===== src/rtl/x_rst_seq_pkg.sv =====
// Shared types and sizing helpers for the PLL-lock reset sequencer.
package x_rst_seq_pkg;

    typedef enum logic [2:0] {
        S_PLL_RST   = 3'd0,
        S_WAIT_LOCK = 3'd1,
        S_STABLE    = 3'd2,
        S_RELEASE   = 3'd3,
        S_RUN       = 3'd4
    } t_rst_seq_state;

    localparam int LP_STATE_W = 3;

    // One counter serves every phase, so it is sized for the longest of them.
    function automatic int f_cnt_width(
        input int pll_rst_cyc,
        input int stable_cyc,
        input int timeout_cyc,
        input int stagger_cyc
    );
        int max_cyc;
        max_cyc = pll_rst_cyc;
        max_cyc = (stable_cyc  > max_cyc) ? stable_cyc  : max_cyc;
        max_cyc = (timeout_cyc > max_cyc) ? timeout_cyc : max_cyc;
        max_cyc = (stagger_cyc > max_cyc) ? stagger_cyc : max_cyc;
        return $clog2(max_cyc) + 1;
    endfunction

endpackage


===== src/rtl/x_rst_seq_if.sv =====
// Bundle of PLL-side and downstream reset signals handled by the sequencer.
interface x_rst_seq_if #(
    parameter int p_n_dom   = 2,
    parameter int p_retry_w = 4
);
    logic                 i_lock;
    logic                 o_pll_resetb;
    logic [p_n_dom-1:0]   o_rst;
    logic                 o_ready;
    logic [p_retry_w-1:0] o_retry_cnt;

    modport master (
        input  i_lock,
        output o_pll_resetb,
        output o_rst,
        output o_ready,
        output o_retry_cnt
    );

    modport slave (
        output i_lock,
        input  o_pll_resetb,
        input  o_rst,
        input  o_ready,
        input  o_retry_cnt
    );
endinterface


===== src/rtl/x_sync_bit.sv =====
// Multi-flop synchroniser for a single asynchronous level; clears to 0 on reset.
module x_sync_bit #(
    parameter int p_depth = 2
) (
    input  logic i_clk,
    input  logic i_nrst,
    input  logic i_d,
    output logic o_q
);
    logic [p_depth-1:0] sync_q;
    logic [p_depth-1:0] sync_d;

    // Shift the raw input one stage deeper each cycle.
    always_comb begin
        sync_d = {sync_q[p_depth-2:0], i_d};
    end

    // Synchroniser stages.
    always_ff @(posedge i_clk or negedge i_nrst) begin
        if (!i_nrst) begin
            sync_q <= '0;
        end else begin
            sync_q <= sync_d;
        end
    end

    assign o_q = sync_q[p_depth-1];

endmodule


===== src/rtl/x_rst_seq.sv =====
// Power-up / PLL-lock reset sequencer: pulses PLL RESETB, waits for a stable
// lock with timeout and retry, then releases downstream resets in order.
module x_rst_seq
    import x_rst_seq_pkg::*;
#(
    parameter int p_n_dom       = 2,
    parameter int p_pll_rst_cyc = 16,
    parameter int p_stable_cyc  = 1200,
    parameter int p_timeout_cyc = 120000,
    parameter int p_stagger_cyc = 8,
    parameter int p_sync        = 2,
    parameter int p_retry_w     = 4
) (
    input  logic        i_clk,
    input  logic        i_nrst,
    x_rst_seq_if.master bus
);
    localparam int CNT_W = f_cnt_width(p_pll_rst_cyc, p_stable_cyc, p_timeout_cyc, p_stagger_cyc);
    localparam int IDX_W = (p_n_dom > 1) ? $clog2(p_n_dom) : 1;

    localparam logic [CNT_W-1:0]     PLL_LAST  = CNT_W'(p_pll_rst_cyc - 1);
    localparam logic [CNT_W-1:0]     TMO_LAST  = CNT_W'(p_timeout_cyc - 1);
    localparam logic [CNT_W-1:0]     STB_LAST  = CNT_W'(p_stable_cyc - 1);
    localparam logic [CNT_W-1:0]     STG_LAST  = CNT_W'(p_stagger_cyc - 1);
    localparam logic [CNT_W-1:0]     CNT_ONE   = CNT_W'(1);
    localparam logic [IDX_W-1:0]     IDX_LAST  = IDX_W'(p_n_dom - 1);
    localparam logic [IDX_W-1:0]     IDX_ONE   = IDX_W'(1);
    localparam logic [p_n_dom-1:0]   DOM_ONE   = p_n_dom'(1);
    localparam logic [p_retry_w-1:0] RETRY_MAX = '1;
    localparam logic [p_retry_w-1:0] RETRY_ONE = p_retry_w'(1);

    logic                       lock_s;
    logic [LP_STATE_W-1:0]      state_q;
    logic [LP_STATE_W-1:0]      state_d;
    logic [CNT_W-1:0]           cnt_q;
    logic [CNT_W-1:0]           cnt_d;
    logic [IDX_W-1:0]           idx_q;
    logic [IDX_W-1:0]           idx_d;
    logic [p_n_dom-1:0]         rst_q;
    logic [p_n_dom-1:0]         rst_d;
    logic                       pll_resetb_q;
    logic                       pll_resetb_d;
    logic                       ready_q;
    logic                       ready_d;
    logic [p_retry_w-1:0]       retry_q;
    logic [p_retry_w-1:0]       retry_d;

    x_sync_bit #(
        .p_depth (p_sync)
    ) u_lock_sync (
        .i_clk  (i_clk),
        .i_nrst (i_nrst),
        .i_d    (bus.i_lock),
        .o_q    (lock_s)
    );

    // Sequencer next-state, shared counter and output decode.
    always_comb begin
        state_d = state_q;
        cnt_d   = cnt_q;
        idx_d   = idx_q;
        rst_d   = rst_q;
        retry_d = retry_q;
        ready_d = 1'b0;

        case (state_q)
            S_PLL_RST: begin
                if (cnt_q == PLL_LAST) begin
                    state_d = S_WAIT_LOCK;
                    cnt_d   = '0;
                end else begin
                    cnt_d = cnt_q + CNT_ONE;
                end
            end

            S_WAIT_LOCK: begin
                if (lock_s) begin
                    state_d = S_STABLE;
                    cnt_d   = '0;
                end else if (cnt_q == TMO_LAST) begin
                    state_d = S_PLL_RST;
                    cnt_d   = '0;
                    if (retry_q != RETRY_MAX) begin
                        retry_d = retry_q + RETRY_ONE;
                    end else begin
                        retry_d = retry_q;
                    end
                end else begin
                    cnt_d = cnt_q + CNT_ONE;
                end
            end

            // A single dropped sample restarts the wait without counting a retry.
            S_STABLE: begin
                if (!lock_s) begin
                    state_d = S_WAIT_LOCK;
                    cnt_d   = '0;
                end else if (cnt_q == STB_LAST) begin
                    state_d = S_RELEASE;
                    cnt_d   = '0;
                    idx_d   = '0;
                end else begin
                    cnt_d = cnt_q + CNT_ONE;
                end
            end

            // Each domain is released when the stagger counter wraps to zero.
            S_RELEASE: begin
                if (!lock_s) begin
                    state_d = S_PLL_RST;
                    cnt_d   = '0;
                    idx_d   = '0;
                    rst_d   = '1;
                end else begin
                    if (cnt_q == '0) begin
                        rst_d = rst_q & ~(DOM_ONE << idx_q);
                    end else begin
                        rst_d = rst_q;
                    end
                    if ((cnt_q == '0) && (idx_q == IDX_LAST)) begin
                        state_d = S_RUN;
                        cnt_d   = '0;
                    end else if (cnt_q == STG_LAST) begin
                        cnt_d = '0;
                        idx_d = idx_q + IDX_ONE;
                    end else begin
                        cnt_d = cnt_q + CNT_ONE;
                    end
                end
            end

            S_RUN: begin
                if (!lock_s) begin
                    state_d = S_PLL_RST;
                    cnt_d   = '0;
                    idx_d   = '0;
                    rst_d   = '1;
                end else begin
                    ready_d = 1'b1;
                end
            end

            default: begin
                state_d = S_PLL_RST;
                cnt_d   = '0;
                idx_d   = '0;
                rst_d   = '1;
            end
        endcase

        pll_resetb_d = (state_d != S_PLL_RST);
    end

    // Sequencer state and registered outputs.
    always_ff @(posedge i_clk or negedge i_nrst) begin
        if (!i_nrst) begin
            state_q      <= S_PLL_RST;
            cnt_q        <= '0;
            idx_q        <= '0;
            rst_q        <= '1;
            pll_resetb_q <= 1'b0;
            ready_q      <= 1'b0;
            retry_q      <= '0;
        end else begin
            state_q      <= state_d;
            cnt_q        <= cnt_d;
            idx_q        <= idx_d;
            rst_q        <= rst_d;
            pll_resetb_q <= pll_resetb_d;
            ready_q      <= ready_d;
            retry_q      <= retry_d;
        end
    end

    assign bus.o_pll_resetb = pll_resetb_q;
    assign bus.o_rst        = rst_q;
    assign bus.o_ready      = ready_q;
    assign bus.o_retry_cnt  = retry_q;

endmodule

===== src/flat_wrapper.sv =====
// flat-port wrapper written by rule: the top's interface ports become plain ports
module x_rst_seq_flat import x_rst_seq_pkg::*;
#(
    parameter int p_n_dom       = 2,
    parameter int p_pll_rst_cyc = 16,
    parameter int p_stable_cyc  = 1200,
    parameter int p_timeout_cyc = 120000,
    parameter int p_stagger_cyc = 8,
    parameter int p_sync        = 2,
    parameter int p_retry_w     = 4
)
  (i_clk, i_nrst, bus_i_lock, bus_o_pll_resetb, bus_o_rst, bus_o_ready, bus_o_retry_cnt);
  x_rst_seq_if #(.p_n_dom(p_n_dom), .p_retry_w(p_retry_w)) bus_i ();
  input  logic i_clk;
  input  logic i_nrst;
  input wire logic [$bits(bus_i.i_lock)-1:0] bus_i_lock;
  output wire logic [$bits(bus_i.o_pll_resetb)-1:0] bus_o_pll_resetb;
  output wire logic [$bits(bus_i.o_rst)-1:0] bus_o_rst;
  output wire logic [$bits(bus_i.o_ready)-1:0] bus_o_ready;
  output wire logic [$bits(bus_i.o_retry_cnt)-1:0] bus_o_retry_cnt;
  assign bus_i.i_lock = bus_i_lock;
  assign bus_o_pll_resetb = bus_i.o_pll_resetb;
  assign bus_o_rst = bus_i.o_rst;
  assign bus_o_ready = bus_i.o_ready;
  assign bus_o_retry_cnt = bus_i.o_retry_cnt;
  x_rst_seq #(.p_n_dom(p_n_dom), .p_pll_rst_cyc(p_pll_rst_cyc), .p_stable_cyc(p_stable_cyc), .p_timeout_cyc(p_timeout_cyc), .p_stagger_cyc(p_stagger_cyc), .p_sync(p_sync), .p_retry_w(p_retry_w)) u_core (.i_clk(i_clk), .i_nrst(i_nrst), .bus(bus_i));
endmodule

===== config.mk =====
export PLATFORM = sky130hd
export DESIGN_NAME = x_rst_seq_flat
export DESIGN_NICKNAME = d
export VERILOG_FILES = /design/src/rtl/x_rst_seq_pkg.sv /design/src/rtl/x_rst_seq_if.sv /design/src/rtl/x_sync_bit.sv /design/src/rtl/x_rst_seq.sv /design/src/flat_wrapper.sv
export SDC_FILE = /design/constraint.sdc
export NUM_CORES = 1
export LEC_CHECK = 0
export BUFFER_PORTS_ARGS = -buffer_cell sky130_fd_sc_hd__buf_2
export CAP_MARGIN = 20
export CORE_UTILIZATION = 50
export DETAILED_ROUTE_END_ITERATION = 6
export GPL_TIMING_DRIVEN = 0
export PLACE_DENSITY = 0.68
export SLEW_MARGIN = 20
export SYNTH_ARGS = -nofsm -noshare
export SYNTH_HDL_FRONTEND = slang
export SYNTH_HIERARCHICAL = 1
export SYNTH_SLANG_ARGS = --single-unit

===== constraint.sdc =====
create_clock -name i_clk -period 4.4 [get_ports i_clk]
set_input_delay 0.22 -clock i_clk [delete_from_list [all_inputs] [get_ports i_clk]]
set_output_delay 0.22 -clock i_clk [all_outputs]
set_load 0.005 [all_outputs]

==> metrics.md <==
| Metric | Value |
|---|---|
| DP HPWL | 2.71 mm |
| Cells after Synth | 196 |
| Reg2Reg Setup Slack | 2.01 ns |
| Synth warnings | 6 |
| CP Launch Type | register |
| Max-cap violation count | 0 |
| FF+latch count, synth | 32 |
| Finished Layout Cells | 262 |
| Setup CP Type | reg -> reg |
| Worst flop-to-flop path startpoint | u_core/cnt_q[0]$_DFFE_PN0N_ |
| Max clock buf depth | 2 |
| # diodes | 0 |
| Post-synth ARST share | 100% |
| # nets final | 221 |
| Clock slew at the register clock pins of the worst setup and hold paths | 0.10 ns |
| GRT Overall Usage | 22.8% |
| Gr ovfl total | 0 |
| P&R area growth vs syn | 10.4% |
| First-pass GRT wire length | 6.95 mm |
| Die Area | 3890 sq um |
| Finished Core Util | 58.9% |
| Synth Flop Type | dfrtp_1 |
| Final Cycle Share | 54.4% |
| Final Skew | 0.0105 ns |
| Port bufs | 10 |
| Final TNS setup | 0 ns |
| Final Power | 945 uW |
| Initial antenna violation count | 0 |
| CTS root buf | clkbuf_4 |
| Critical path data arrival time | 2.64 ns |
| Core box area | 3420 sq um |
| Relative slew slack | 52.5% |
| Syn Area/Cell | 9.30 sq um |
| Die X-Extent | 62.4 microns |
| Static leakage | 0.000923 uW |
| Post-synth EDFFs | 0 |
| Worst hold path type | reg -> reg |
| WHS Path Cells | 0 |
| CTS buffer count | 5 |
| Crit end category | register |
| Final hold vios | 0 |
| Post-synthesis sequential area ratio | 44.1% |
| Status | completed |
| WL per Instance | 14.9 microns |
| ANT nets after route | 0 |
| Max VDD drop | 0.000294 V |
| RSZ-0062 raised after global routing | no |
| Syn nets | 202 |
| Most common cell after layout, fill and taps aside | dfrtp_1 |
| Drt total wl | 3.91 mm |
| DRT Pass-1 Iters | 4 |
| Postcts setup bufs | 0 |
| Vias | 1548 |
| Dpl cell area | 1930 sq um |
| Worst reg2reg endpoint | u_core/cnt_q[13]$_DFFE_PN0N_ |
| Clock latency at the later pin of the worst-skew pair | 0.34 ns |
| Hold-fix buffers, CTS | 2 |
| Initial DRC Count | 97 |
| Dpl cells | 252 |
| WP data required | 4.64 ns |
| Largest net degree at the start of global routing | 33 |
| Row count | 21 |
| H-Tree Depth | 2 |
| Slew @ Worst Pin | 0.713 ns |
| Final setup violation count | 0 |
| Drt drc | 0 |
| Routed vias/inst | 5.91 |
| Number of global-route vias before repair | 1485 |
| Share of layout cells above drive strength 1 | 15.7% |
| CTS tree | yes |
| Final Max Tran Viols | 0 |
| Pwr Density | 470 nW/um^2 |
| Synth unique cells | 49 |
| Fill cell count | 330 |
| Hold Startpoint | u_core/u_lock_sync/sync_q[0]$_DFF_PN0_ |
| Crit-path max FO | 10 |
| Cells on worst reg2reg path | 8 |
| CTS resizes | 0 |
| Die height | 62.4 microns |
| Final Wtd Congestion | 0.878 |
| Endpoint with the worst hold slack | u_core/u_lock_sync/sync_q[1]$_DFF_PN0_ |
| I/O pins | 11 |
| Tmin final | 2.39 ns |
| Most frequent cells in the layout | dfrtp_1, nor2_1, nand2_1, buf_2 |
| Mapped Area | 1820 sq um |
| Max Freq | 418 MHz |
| Final Cell Area | 2010 sq um |
| Clock Sinks | 32 |
| Initial Utilization | 53.4% |
per-layer routing:
metal  track usage, %  share of wire [%]  vias up
met5                0                  0        -
li1                 -                  -      763
met2             33.8                 46       38
met1             30.8                 48      737
met4             8.72                2.0        0
met3             7.85                3.8       10
logic make-up after synthesis:
logic type / count (synthesis) / synth area share [%]
flops: 32 / 44.1
compound gates: 52 / 20.0
xor+xnor: 6 / 2.88
fa+ha+maj: 3 / 2.06
buf+inv: 20 / 4.94
mux: 2 / 1.17
simple gates: 81 / 24.8
report_power, final:
group | switching [uW] | internal (uW)
logic | 231 | 149
registers | 41.5 | 345
clock network | 104 | 75.9
total | 376 | 569
final cells by class:
| type | count | area [sq um] | share of cell area (%) |
|---|---|---|---|
| multi-input combinational | 144 | 930 | 46.2 |
| sequential | 32 | 803 | 39.9 |
| timing repair buffer | 12 | 70.1 | 3.48 |
| buffer | 12 | 60.1 | 2.99 |
| tap | 46 | 57.6 | 2.86 |
| clock buffer | 6 | 51.3 | 2.55 |
| inverter | 8 | 30.0 | 1.49 |
| clock inverter | 2 | 10.0 | 0.498 |
critical path, stage by stage (launching register included):
cell and delay, ns:
dfrtp_1 0.43, ha_1 0.16, buf_2 0.21, nor4b_1 0.31, nand4_1 0.19, o21ai_0 0.26, nand4_2 0.18, clkbuf_1 0.29
a22o_1 0.27
registers in the layout (all words and copies together), names as in the netlist:
register,count
u_core/state_q,3
u_core/idx_q,1
u_core/bus.o_rst,2
u_core/bus.o_pll_resetb,1
u_core/bus.o_ready,1
u_core/cnt_q,18
u_core/u_lock_sync/sync_q,2
u_core/bus.o_retry_cnt,4
worst max path at each step:
| stage | depth (start not counted) | slack, ns | startpoint | endpoint |
|---|---|---|---|---|
| 2_1_floorplan | 9 | 2.36 | u_core/cnt_q[0]$_DFFE_PN0N_ | u_core/cnt_q[17]$_DFFE_PN0N_ |
| 3_3_place_gp | 8 | 2.13 | u_core/cnt_q[0]$_DFFE_PN0N_ | u_core/cnt_q[13]$_DFFE_PN0N_ |
| 3_5_place_dp | 8 | 2.03 | u_core/cnt_q[0]$_DFFE_PN0N_ | u_core/cnt_q[13]$_DFFE_PN0N_ |
| 4_1_cts | 8 | 2.01 | u_core/cnt_q[0]$_DFFE_PN0N_ | u_core/cnt_q[13]$_DFFE_PN0N_ |
| 5_1_grt | 9 | 1.80 | u_core/cnt_q[0]$_DFFE_PN0N_ | u_core/cnt_q[1]$_DFFE_PN0N_ |
| 6_report | 8 | 2.01 | u_core/cnt_q[0]$_DFFE_PN0N_ | u_core/cnt_q[13]$_DFFE_PN0N_ |
per-stage QoR:
stage	setup WS (ns)	hold WS (ns)
global placement	2.13	0.300
floorplan	2.36	-0.0756
global route	1.80	0.382
detailed placement	2.03	0.316
finish	2.01	0.378
CTS	2.01	0.378
Yosys cell counts, types with 2 or more instances:
master	number	area share, %
dfrtp_1	30	41
nor2_1	18	3.7
nand2_1	17	3.5
a21oi_1	13	3.6
nand3_1	13	3.6
a31oi_1	9	3.1
inv_1	7	1.4
buf_2	6	1.6
a22o_1	5	2.4
and3_1	5	1.7
clkbuf_1	5	1.0
nand4_1	5	1.7
nor3_1	5	1.4
o21ai_0	5	1.4
xnor2_1	4	1.9
a41oi_1	3	1.4
ha_1	3	2.1
nand2b_1	3	1.0
o31ai_1	3	1.2
a21o_1	2	0.82
and4_1	2	0.96
dfstp_2	2	2.9
nor4b_1	2	0.96
o211ai_1	2	0.82
o21ai_1	2	0.55
xor2_1	2	0.96
(Power assumes the default switching activity.)
